--- src/rtl/sub_pkg.sv ---
// sub_pkg: shared FSM encoding and digit-count helper for serial_sub.
package sub_pkg;
  typedef enum logic [1:0] {IDLE = 2'd0, RUN = 2'd1, DONE = 2'd2} state_t;
  function automatic int digit_count(input int width, input int digit);
    return width / digit;
  endfunction
endpackage

--- src/rtl/fs_cell.sv ---
// fs_cell: single-bit combinational full subtractor (d = x - y - bin).
module fs_cell (
  input  logic x,
  input  logic y,
  input  logic bin,
  output logic d,
  output logic bout
);
  assign d    = x ^ y ^ bin;
  assign bout = (~x & (y | bin)) | (y & bin);
endmodule

--- src/rtl/serial_sub.sv ---
// serial_sub: multi-cycle WIDTH-bit subtractor, DIGIT bits per clock with start/busy/done handshake.
// Optional signed-overflow output Ovf is enabled by defining SERIAL_SUB_OVF_EN.
module serial_sub import sub_pkg::*; #(
  parameter int WIDTH = 8,
  parameter int DIGIT = 2
) (
  input  logic             clk,
  input  logic             rst,
  input  logic             start,
  input  logic [WIDTH-1:0] A,
  input  logic [WIDTH-1:0] B,
  input  logic             Bin,
  output logic             busy,
  output logic             done,
  output logic [WIDTH-1:0] Diff,
  output logic             Borr
`ifdef SERIAL_SUB_OVF_EN
  ,
  output logic             Ovf
`endif
);
  localparam int N  = digit_count(WIDTH, DIGIT);
  localparam int CW = N > 1 ? $clog2(N) : 1;
  state_t state_q, state_d;
  logic [WIDTH-1:0] a_q, a_d, b_q, b_d, r_q, r_d, diff_q, diff_d;
  logic [CW-1:0] cnt_q, cnt_d;
  logic bor_q, bor_d, borr_q, borr_d;
  logic [DIGIT:0] c;
  logic [DIGIT-1:0] d;
  logic [WIDTH+DIGIT-1:0] cat;
  logic [WIDTH-1:0] r_nx;
  logic accept, last;
  assign c[0] = bor_q;
  genvar i;
  for (i = 0; i < DIGIT; i++) begin : g_cell
    fs_cell u_cell (.x(a_q[i]), .y(b_q[i]), .bin(c[i]), .d(d[i]), .bout(c[i+1]));
  end
  // new digit enters at the MSB so after N digits the LSB digit sits at the bottom
  assign cat    = {d, r_q};
  assign r_nx   = cat[WIDTH+DIGIT-1:DIGIT];
  assign accept = start && (state_q != RUN);
  assign last   = cnt_q == CW'(N - 1);
  always_comb begin
    state_d = state_q;
    a_d     = a_q;
    b_d     = b_q;
    r_d     = r_q;
    bor_d   = bor_q;
    cnt_d   = cnt_q;
    diff_d  = diff_q;
    borr_d  = borr_q;
    if (accept) begin
      a_d     = A;
      b_d     = B;
      r_d     = '0;
      bor_d   = Bin;
      cnt_d   = '0;
      state_d = RUN;
    end else if (state_q == RUN) begin
      a_d   = a_q >> DIGIT;
      b_d   = b_q >> DIGIT;
      r_d   = r_nx;
      bor_d = c[DIGIT];
      cnt_d = cnt_q + CW'(1);
      if (last) begin
        diff_d  = r_nx;
        borr_d  = c[DIGIT];
        state_d = DONE;
      end
    end else if (state_q == DONE) begin
      state_d = IDLE;
    end
  end
  always_ff @(posedge clk or posedge rst) begin
    if (rst) begin
      state_q <= IDLE;
      a_q     <= '0;
      b_q     <= '0;
      r_q     <= '0;
      bor_q   <= 1'b0;
      cnt_q   <= '0;
      diff_q  <= '0;
      borr_q  <= 1'b0;
    end else begin
      state_q <= state_d;
      a_q     <= a_d;
      b_q     <= b_d;
      r_q     <= r_d;
      bor_q   <= bor_d;
      cnt_q   <= cnt_d;
      diff_q  <= diff_d;
      borr_q  <= borr_d;
    end
  end
  assign busy = state_q == RUN;
  assign done = state_q == DONE;
  assign Diff = diff_q;
  assign Borr = borr_q;
`ifdef SERIAL_SUB_OVF_EN
  // operand sign bits are shifted out during RUN, so keep them separately
  logic sa_q, sb_q, ovf_q;
  always_ff @(posedge clk or posedge rst) begin
    if (rst) begin
      sa_q  <= 1'b0;
      sb_q  <= 1'b0;
      ovf_q <= 1'b0;
    end else if (accept) begin
      sa_q <= A[WIDTH-1];
      sb_q <= B[WIDTH-1];
    end else if (state_q == RUN && last) begin
      ovf_q <= (sa_q != sb_q) && (r_nx[WIDTH-1] != sa_q);
    end
  end
  assign Ovf = ovf_q;
`endif
endmodule

--- config.mk ---
export PLATFORM = sky130hd
export DESIGN_NAME = serial_sub
export DESIGN_NICKNAME = d
export VERILOG_FILES = /design/src/rtl/sub_pkg.sv /design/src/rtl/fs_cell.sv /design/src/rtl/serial_sub.sv
export SDC_FILE = /design/constraint.sdc
export NUM_CORES = 1
export LEC_CHECK = 0
export BUFFER_PORTS_ARGS = -buffer_cell sky130_fd_sc_hd__buf_2
export CAP_MARGIN = 20
export CORE_UTILIZATION = 35
export DETAILED_ROUTE_END_ITERATION = 16
export PLACE_DENSITY = 0.63
export SYNTH_ARGS = -nofsm -noshare
export SYNTH_HDL_FRONTEND = slang
export SYNTH_SLANG_ARGS = --single-unit
--- constraint.sdc ---
create_clock -name clk -period 2.1 [get_ports clk]
set_input_delay 0.105 -clock clk [delete_from_list [all_inputs] [get_ports clk]]
set_output_delay 0.105 -clock clk [all_outputs]
set_load 0.1 [all_outputs]
==> flow_summary.ini, run 1 <==
[status]
outcome = finished clean

[final_layout]
num_antenna_cells = 0
nNetsFinal = 201
area_growth_pct = 15.8
layout-drive-gt1-share_pct = 27.8

[cts]
cts_setup_buffers = 0
clk_path_buf_depth = 2
cts-root-buf = clkbuf_8
cts_inserted_buffers = 5
post_cts_resized = 0
cts.clk_slew.worst_paths_ns = 0.07
insertion_delay_ns = 0.29
htreeDepth = 2
clock-sinks = 36
cts_tree = done

[synth]
synth_cells = 143
ys_seq_elements = 36
yosys_warnings = 0
syn_avg_cell_area_um2 = 11.9
synth.distinct_cells = 23
synth.largest_area_cell = dfrtp_1
synth_top_area_share_pct = 53.0
synthTopCellsByArea = dfrtp_1, mux2i_1, mux2_4
synth_nets = 169
syn_area_um2 = 1700
synth-seq-area-share_pct = 53.0

[timing]
final-hold-violation-count = 0
maxSlewViolCount = 0
rsz0062_at_grt = no
finalClockSkew_ns = 0.00690
max_clock_freq_mhz = 581
max-slew-margin-rel_pct = 55.1
period_needed_ns = 1.72
holdWs_ns = 0.0522
post-route-period-util_pct = 81.9
worstMarginPinSlew_ns = 0.673
setup_viol = 0
setup_tns_ns = 0

[detailed_routing]
drt_iter0_markers = 78
via_per_inst = 4.79
antenna_left = 0
wl_per_cell_um = 13.1
wl_met3_um = 148
highest_layer = met4
wl_um = 2980
drc = 0
first_pass_iters = 6
met1Wirelength_um = 1260
dr_total_vias = 1092
wl_met2_um = 1510

[setup_path]
start_kind = flip-flop
worstReg2RegStart = bor_q
cp.arrival_ns = 1.90
cp-startpoint = bor_q
timing.reg2reg.setup_slack_ns = 0.38
crit_end = Diff[7]
cp-end-kind = flip-flop
setup.worst_path.class = reg2reg
timing.rr.end = Diff[7]
cp_max_fo = 2
reg2regPathDepth = 4
cp.required_ns = 2.28

[global_routing]
grt_pass1_wl_um = 5180
grt.total_usage_pct = 13.6
grt_pass1_vias = 1165
grt_max_degree = 37
antenna_found_initial = 0
grt_overflow = 0

[die]
die_w_um = 71.7
chipHeight_um = 71.7
initial_core_util_pct = 37.8
core_area_um2 = 4500
num_rows = 24
fp.dieArea_um2 = 5140
num_io_pins = 31

[place]
io_buffers = 30
gp_congestion = 0.731
dp_hpwl_um = 2080

[worst_hold_path]
min_path_type = in2reg
hold_depth = 3

[job]
drv_cap = 0
==> cells in the final DEF (no fill, tap or decap), drive strengths merged <==
master	n
a211oi	1
a21oi	2
a22o	1
a311oi	1
and2b	1
buf	33
bufinv	1
clkbuf	6
clkinv	1
dfrtp	36
dlygate4sd3	1
fa	2
ha	4
inv	6
mux2	8
mux2i	17
nand2	20
nand2b	7
nor2	6
nor2b	1
o21ai	21
==> what timing repair did <==
item | in CTS | in global routing
setup endpoints to repair | 0 | 0
hold buffers | 1 | 0
endpoints found under the hold margin | 36 | 0
==> final cells by class <==
type / count / area (um^2)
clock buffer: 6 / 72.6
timing repair buffer: 34 / 198
sequential: 36 / 901
tap: 52 / 65.1
clock inverter: 2 / 35.0
multi-input combinational: 92 / 676
fill: 439 / 2530
inverter: 6 / 22.5
==> kinds of logic (layout without fill, tap and decap cells) <==
group                    after synthesis  in the layout  synth area share [%]
AO/OA/AOI/OAI                         26             26                  8.24
adder cells (fa/ha/maj)                6              6                  5.30
buffers and inverters                 15             48                  7.28
flip-flops                            36             36                  53.0
multiplexers                          25             25                  16.6
AND/OR/NAND/NOR                       35             35                  9.57
==> state kept, by name, indices dropped and copies added (netlist names) <==
signal   cells
a_q          8
b_q          8
Borr         1
Diff         8
r_q          6
bor_q        1
cnt_q        2
state_q      2
==> how the worst min path moves through the flow <==
stage | from | end | slack, ns
after floorplan | A[6] | a_q[6] | 0.26
after global placement | rst | a_q[5] | 0.23
after detailed placement | rst | state_q[1] | 0.24
after CTS | B[7] | b_q[7] | 0.05
after global routing | B[7] | b_q[7] | 0.07
final | B[7] | b_q[7] | 0.05
==> critical path, stage by stage (launching register included) <==
cell     delay (ns)
dfrtp_1        0.40
fa_1           0.43
inv_1          0.08
fa_1           0.42
mux2_4         0.27
==> metal layers <==
| metal | track usage [%] | up-vias |
|---|---|---|
| met5 | 0 | - |
| met2 | 23.7 | 24 |
| met3 | 5.20 | 5 |
| li1 | - | 539 |
| met1 | 14.1 | 524 |
| met4 | 7.19 | 0 |
==> synth_stat cells <==
cell	count
a211oi_1	1
a21oi_1	2
a22o_1	1
a311oi_1	1
and2b_1	1
buf_12	1
buf_2	2
buf_6	5
buf_8	1
dfrtp_1	36
fa_1	2
ha_1	4
inv_1	6
mux2_2	2
mux2_4	6
mux2i_1	17
nand2_1	20
nand2b_1	6
nand2b_4	1
nor2_1	6
nor2b_1	1
o21ai_0	10
o21ai_1	11
==> through the flow <==
step / setup WS (ns) / cell area, um^2 / util [%] / cells
detailed placement: 0.375 / 1850 / 41.1 / 219
CTS: 0.365 / 1970 / 43.7 / 228
floorplan: 0.0719 / 1700 / - / 143
global placement: 0.432 / 1850 / 41.1 / 219
global route: 0.302 / 1970 / 43.7 / 228
finish: 0.379 / 1970 / 43.7 / 228
Power of run 1 is left out: the tool's default activity adds up to more than one toggle a clock period on the data nets, which glitch-free logic cannot reach.
==> inputs of run 2 (changes only) <==
- ABC_AREA: not set -> 1
- PLACE_DENSITY: 0.63 -> 0.66
- clock period: 2.1 -> 1.5 ns (I/O delays scaled with it)
==> run 2 against run 1 <==
Effect of this change: the flow now finishes with violations (negative setup slack); via count up 12%; non-clock buffer count rose by 18; synthesized cell count grew 15%; final area up 5.8%; hold slack lost 0.047 ns; clock-buffer cell count shrank 1; sequential share of layout area fell by 2.5 points; worst setup slack got worse by 0.38 ns; critical path type unchanged.
==> flow_summary.ini, run 2 <==
[timing]
setup_viol = 1
max_clock_freq_mhz = 665
finalClockSkew_ns = 0.00818
post-route-period-util_pct = 100
final-hold-violation-count = 0
finalWorstSetupSlack_ns = -0.00416
max-slew-margin-rel_pct = 67.8
rsz0062_at_grt = yes
period_needed_ns = 1.50
worstMarginPinSlew_ns = 0.487
setup_tns_ns = -0.00416
maxSlewViolCount = 0

[cts]
insertion_delay_ns = 0.29
cts_tree = done
htreeDepth = 2
cts-root-buf = clkbuf_8
clk_path_buf_depth = 2
clock-sinks = 36
cts.clk_slew.worst_paths_ns = 0.07
cts_inserted_buffers = 5

[power]
p_leak_nw = 1.05
ir_drop_uv = 1270
p_per_area_nw_per_um2 = 2330
p_total_mw = 4.86

[synth]
synth_common_cells = nand2_1, dfrtp_1, inv_1
synth.largest_area_cell = dfrtp_1
synth-seq-area-share_pct = 57.9
ys.flop_type = dfrtp_1
yosys_warnings = 0
async_reset_ff_share_pct = 100
synth_top_area_share_pct = 57.9
synthTopCellsByArea = dfrtp_1, nand2_1, inv_1
synth_edf_count = 0
synth_cells = 165
ys_seq_elements = 36
syn_area_um2 = 1560
synth.distinct_cells = 17
syn_avg_cell_area_um2 = 9.43
yosysMostFrequentCell = nand2_1
synth_nets = 191

[detailed_routing]
drt_iter0_markers = 61
via_per_inst = 4.53
wl_um = 3130
drc = 0
first_pass_iters = 4
antenna_left = 0
wl_per_cell_um = 11.6
dr_total_vias = 1223

[global_routing]
antenna_found_initial = 0
grt_pass1_wl_um = 5240
grt_overflow = 0
grt_pass1_vias = 1220
grt_max_degree = 37
grt.total_usage_pct = 15.9

[setup_path]
setup.worst_path.class = reg2reg
worstReg2RegStart = a_q[0]
cpMostUsedCell = inv_2
critPathTopFamily = adder cells
cp-end-kind = flip-flop
cp.required_ns = 1.67
crit_buf_inv = 3
timing.reg2reg.setup_slack_ns = -0.004
crit_path_max_incr_delay_ns = 0.39
cp.arrival_ns = 1.68
crit_slowest_cell = fa_1
start_kind = flip-flop
cp_max_fo = 2
cp_cell_sequence = inv_2, fa_2, inv_2, fa_1, inv_2, o22ai_2
reg2regPathDepth = 6
timing.rr.end = r_q[7]

[place]
placed_cell_area_um2 = 1790
dp.cells = 243
pre_cts_ws_ns = -0.0239
io_buffers = 30
dp_hpwl_um = 2060
gp_congestion = 0.752

[die]
core_area_um2 = 4140
fp.dieArea_um2 = 4720
num_io_pins = 31
chipHeight_um = 68.7
initial_core_util_pct = 37.6
num_rows = 23
die_w_um = 68.7

[status]
outcome = finished, violations left
violations = negative setup slack

[final_layout]
layout_commonest_cell = nand2_1
fill_cells = 391
fin_area_um2 = 2080
layout-drive-gt1-share_pct = 26.4
multi_input_area_um2 = 561
nNetsFinal = 245
final_cells = 270
num_antenna_cells = 0
final_cell_mix = nand2_1, dfrtp_1, buf_2
seq_area_um2 = 901
area_growth_pct = 33.9

[worst_hold_path]
worstHoldStart = B[7]
min_path_type = in2reg
hold_depth = 3
hold_end = b_q[7]

[job]
drv_cap = 0
==> run 2: repair_timing <==
item | 4_1_cts | 5_1_grt
endpoints found under the setup margin | 2 | 12
pin swaps | 3 | 2
gates resized for setup | 3 | 3
endpoints found under the hold margin | 48 | 0
buffers inserted | 1 | 5
hold buffers | 13 | 0
==> run 2: tightest hold or removal path, stage by stage <==
cell and delay, ns:
buf_2 0.08, nand2_1 0.04, o21ai_0 0.06
==> run 2: logic make-up (layout without fill, tap and decap cells) <==
| family | count (synthesis) | in the layout | synth area share, % |
|---|---|---|---|
| DFF | 36 | 36 | 57.9 |
| buffers and inverters | 24 | 79 | 7.48 |
| AOI/OAI and AO/OA | 22 | 22 | 8.28 |
| and+or+nand+nor | 77 | 77 | 20.6 |
| adders and majority gates | 6 | 6 | 5.79 |
==> run 2: worst max-delay path by stage <==
stage | from | endpoint | slack [ns] | cells past startpoint
6_report | a_q[0] | r_q[7] | -0.004 | 6
5_1_grt | a_q[0] | r_q[7] | -0.08 | 6
4_1_cts | a_q[0] | r_q[7] | -0.004 | 6
3_5_place_dp | bor_q | Diff[7] | -0.02 | 5
3_3_place_gp | bor_q | Diff[7] | 0.003 | 5
2_1_floorplan | bor_q | Diff[7] | 0.03 | 5
==> run 2: per-layer routing <==
layer	share of wire, %	global-route usage [%]	vias to the layer above
met5	0	0	-
met4	1.9	7.03	0
met3	3.8	4.93	6
met2	49	26.6	25
met1	45	18.6	561
li1	-	-	631
==> run 2: power by group <==
part           leakage, nW  internal [mW]  total, mW  switching (mW)
Clock               0.0541          0.492      0.847           0.355
Sequential           0.466           1.38       1.59           0.216
Combinational        0.532          0.742       2.42            1.68
==> run 2: cell type report <==
class / count / share of cell area (%)
Clock inverter: 3 / 2.04
Multi-Input combinational cell: 105 / 26.9
Sequential cell: 36 / 43.2
Timing Repair Buffer: 52 / 18.1
Clock buffer: 5 / 3.30
Tap cell: 50 / 3.00
Inverter: 19 / 3.42
==> run 2: metrics by stage <==
step	utilization [%]	hold WS, ns
global route	50.3	0.0147
finish	50.3	0.00513
global placement	43.2	0.204
detailed placement	43.2	0.204
CTS	49.2	0.00295
floorplan	-	0.185
Note: power is estimated with default switching activity, not from simulation.
==> inputs of run 3 (changes only) <==
- CTS_CLUSTER_SIZE: not set -> 20
- SYNTH_HIERARCHICAL: not set -> 1
==> run 3 against run 2 <==
Effect of this change: the flow still finishes with violations (negative setup slack); sequential share of layout area increased by 0.53 points; wire length decreased by 5.1%; cell count increased by 3.0%; power increased by 1.3%; area after synthesis increased by 2.1%; critical endpoint unchanged.
==> flow_summary.ini, run 3 <==
[status]
outcome = finished, violations left
violations = negative setup slack

[die]
num_rows = 24
core_area_um2 = 4350
fp.dieArea_um2 = 4810
initial_core_util_pct = 36.5
chipHeight_um = 69.4
die_w_um = 69.4
num_io_pins = 31

[global_routing]
grt_util_met2_pct = 23.1
grt_max_degree = 37
met3_usage_pct = 3.63
met1_usage_pct = 17.1
grt_pass1_vias = 1201
antenna_found_initial = 0
grt.total_usage_pct = 13.7
grt_pass1_wl_um = 5220
grt-busiest-layer = met2
grt_overflow = 0

[detailed_routing]
wl_per_cell_um = 10.7
dr_total_vias = 1231
via_per_inst = 4.43
antenna_left = 0
first_pass_iters = 4
drc = 0
wl_um = 2970
drt_iter0_markers = 55

[worst_hold_path]
hold_end = b_q[0]
hold_depth = 3
worstHoldStart = B[0]
min_path_type = in2reg

[place]
io_buffers = 30
gp_congestion = 0.682
pre_cts_ws_ns = -0.0738
dp_hpwl_um = 1960
dp.cells = 253

[setup_path]
crit_slowest_cell = fa_1
cp.required_ns = 1.66
cp_cell_sequence = fa_2, fa_1, inv_1, inv_2, o22ai_2
cp.arrival_ns = 1.74
reg2regPathDepth = 5
timing.rr.end = r_q[7]
setup.worst_path.class = reg2reg
cp-end-kind = flip-flop
worstReg2RegStart = bor_q
timing.reg2reg.setup_slack_ns = -0.08
start_kind = flip-flop
cp_max_fo = 2
crit_path_max_incr_delay_ns = 0.49

[cts]
cts.clk_slew.worst_paths_ns = 0.08
insertion_delay_ns = 0.28
cts_tree = done
clock-sinks = 36
cts_inserted_buffers = 5
htreeDepth = 2
cts-root-buf = clkbuf_8
clk_path_buf_depth = 2

[power]
p_int_mw = 2.53
power_switching_mw = 2.39
p_leak_nw = 1.09
pwr-share-comb_pct = 53.0
pwr-share-clk_pct = 14.9
ir_drop_uv = 1120
pwr-share-seq_pct = 32.1
p_per_area_nw_per_um2 = 2390
p_sw_share_pct = 48.6

[final_layout]
layout-drive-gt1-share_pct = 24.8
seq_area_um2 = 901
multi_input_area_um2 = 568
final_cell_mix = nand2_1, dfrtp_1, buf_2
layout_commonest_cell = nand2_1
fill_cells = 427
area_growth_pct = 29.6
num_antenna_cells = 0
final_cells = 278
nNetsFinal = 250

[synth]
synth_cells = 174
syn_area_um2 = 1590
synth_edf_count = 0
synth_top_area_share_pct = 56.7
yosys_warnings = 6
yosysMostFrequentCell = nand2_1
ys_seq_elements = 36
syn_avg_cell_area_um2 = 9.13
async_reset_ff_share_pct = 100
synth-seq-area-share_pct = 56.7
synth.distinct_cells = 17
synthTopCellsByArea = dfrtp_1, nand2_1, inv_1
synth_common_cells = nand2_1, dfrtp_1, inv_1
synth.largest_area_cell = dfrtp_1
ys.flop_type = dfrtp_1
synth_nets = 199

[timing]
post-route-period-util_pct = 105
finalWorstSetupSlack_ns = -0.0773
maxSlewViolCount = 0
rsz0062_at_grt = yes
final-hold-violation-count = 0
finalClockSkew_ns = 0.00754
period_needed_ns = 1.58
max-slew-margin-rel_pct = 67.8
worstMarginPinSlew_ns = 0.486
max_clock_freq_mhz = 634
setup_viol = 2

[job]
drv_cap = 0
-- run 3: metrics by stage --
step | utilization [%] | hold slack, ns | setup TNS, ns | area [um^2] | power (mW)
6_report | 47.3 | 0.000488 | -0.145 | 2060 | 4.92
4_1_cts | 46.4 | 0.000569 | -0.137 | 2020 | 4.92
2_1_floorplan | - | 0.185 | -0.00250 | 1600 | 3.67
5_1_grt | 47.3 | 0.00351 | -0.254 | 2060 | 5.31
3_5_place_dp | 41.3 | 0.207 | -0.131 | 1800 | 4.10
3_3_place_gp | 41.3 | 0.204 | -0.0326 | 1800 | 4.03
-- run 3: power groups by stage --
stage / logic, mW / clock network [mW] / registers [mW]
global route: 2.88 / 0.797 / 1.63
global placement: 2.45 / 0 / 1.58
CTS: 2.59 / 0.744 / 1.58
detailed placement: 2.51 / 0 / 1.60
finish: 2.61 / 0.733 / 1.58
floorplan: 1.44 / 0 / 2.23
-- run 3: what timing repair did --
| action | in CTS | in global routing |
|---|---|---|
| hold endpoints to repair | 46 | 1 |
| resized for setup | 2 | 0 |
| setup buffers | 1 | 4 |
| pin swaps | 0 | 3 |
| setup endpoints to repair | 2 | 4 |
| hold buffers | 11 | 1 |
-- run 3: worst max-delay path: cells and delay by family (launching register included) --
family                   cells  cell delay, ns
flip-flops                   1            0.41
adder cells (fa/ha/maj)      2            0.89
buffers and inverters        2            0.10
AO/OA/AOI/OAI                1            0.06
-- run 3: kinds of logic (layout without fill, tap and decap cells) --
group           count (synthesis)  in the layout  synth area share, %
simple gates                   89             89                 24.0
flops                          36             36                 56.7
buf+inv                        28             80                 8.90
compound gates                 16             16                 5.51
fa+ha+maj                       5              5                 4.88
-- run 3: per-layer routing --
metal / vias to the layer above / part of all wire [%]
met5: - / 0
met4: 0 / 1.3
met3: 5 / 3.6
met2: 24 / 50
met1: 562 / 45
li1: 640 / -
-- run 3: area by class of cell --
type	instances	share of cell area, %
Tap cell	52	3.16
Clock inverter	2	0.729
Timing Repair Buffer	50	16.8
Clock buffer	6	4.01
Sequential cell	36	43.7
Inverter	22	4.01
Multi-Input combinational cell	110	27.6
-- run 3: how the worst max path moves through the flow --
stage / endpoint / start / slack (ns) / cells after the start
floorplan: r_q[7] / a_q[0] / -0.002 / 6
global placement: r_q[7] / a_q[0] / -0.03 / 6
detailed placement: r_q[7] / a_q[0] / -0.07 / 6
CTS: r_q[7] / a_q[0] / -0.08 / 6
global route: r_q[7] / bor_q / -0.14 / 5
finish: r_q[7] / bor_q / -0.08 / 5
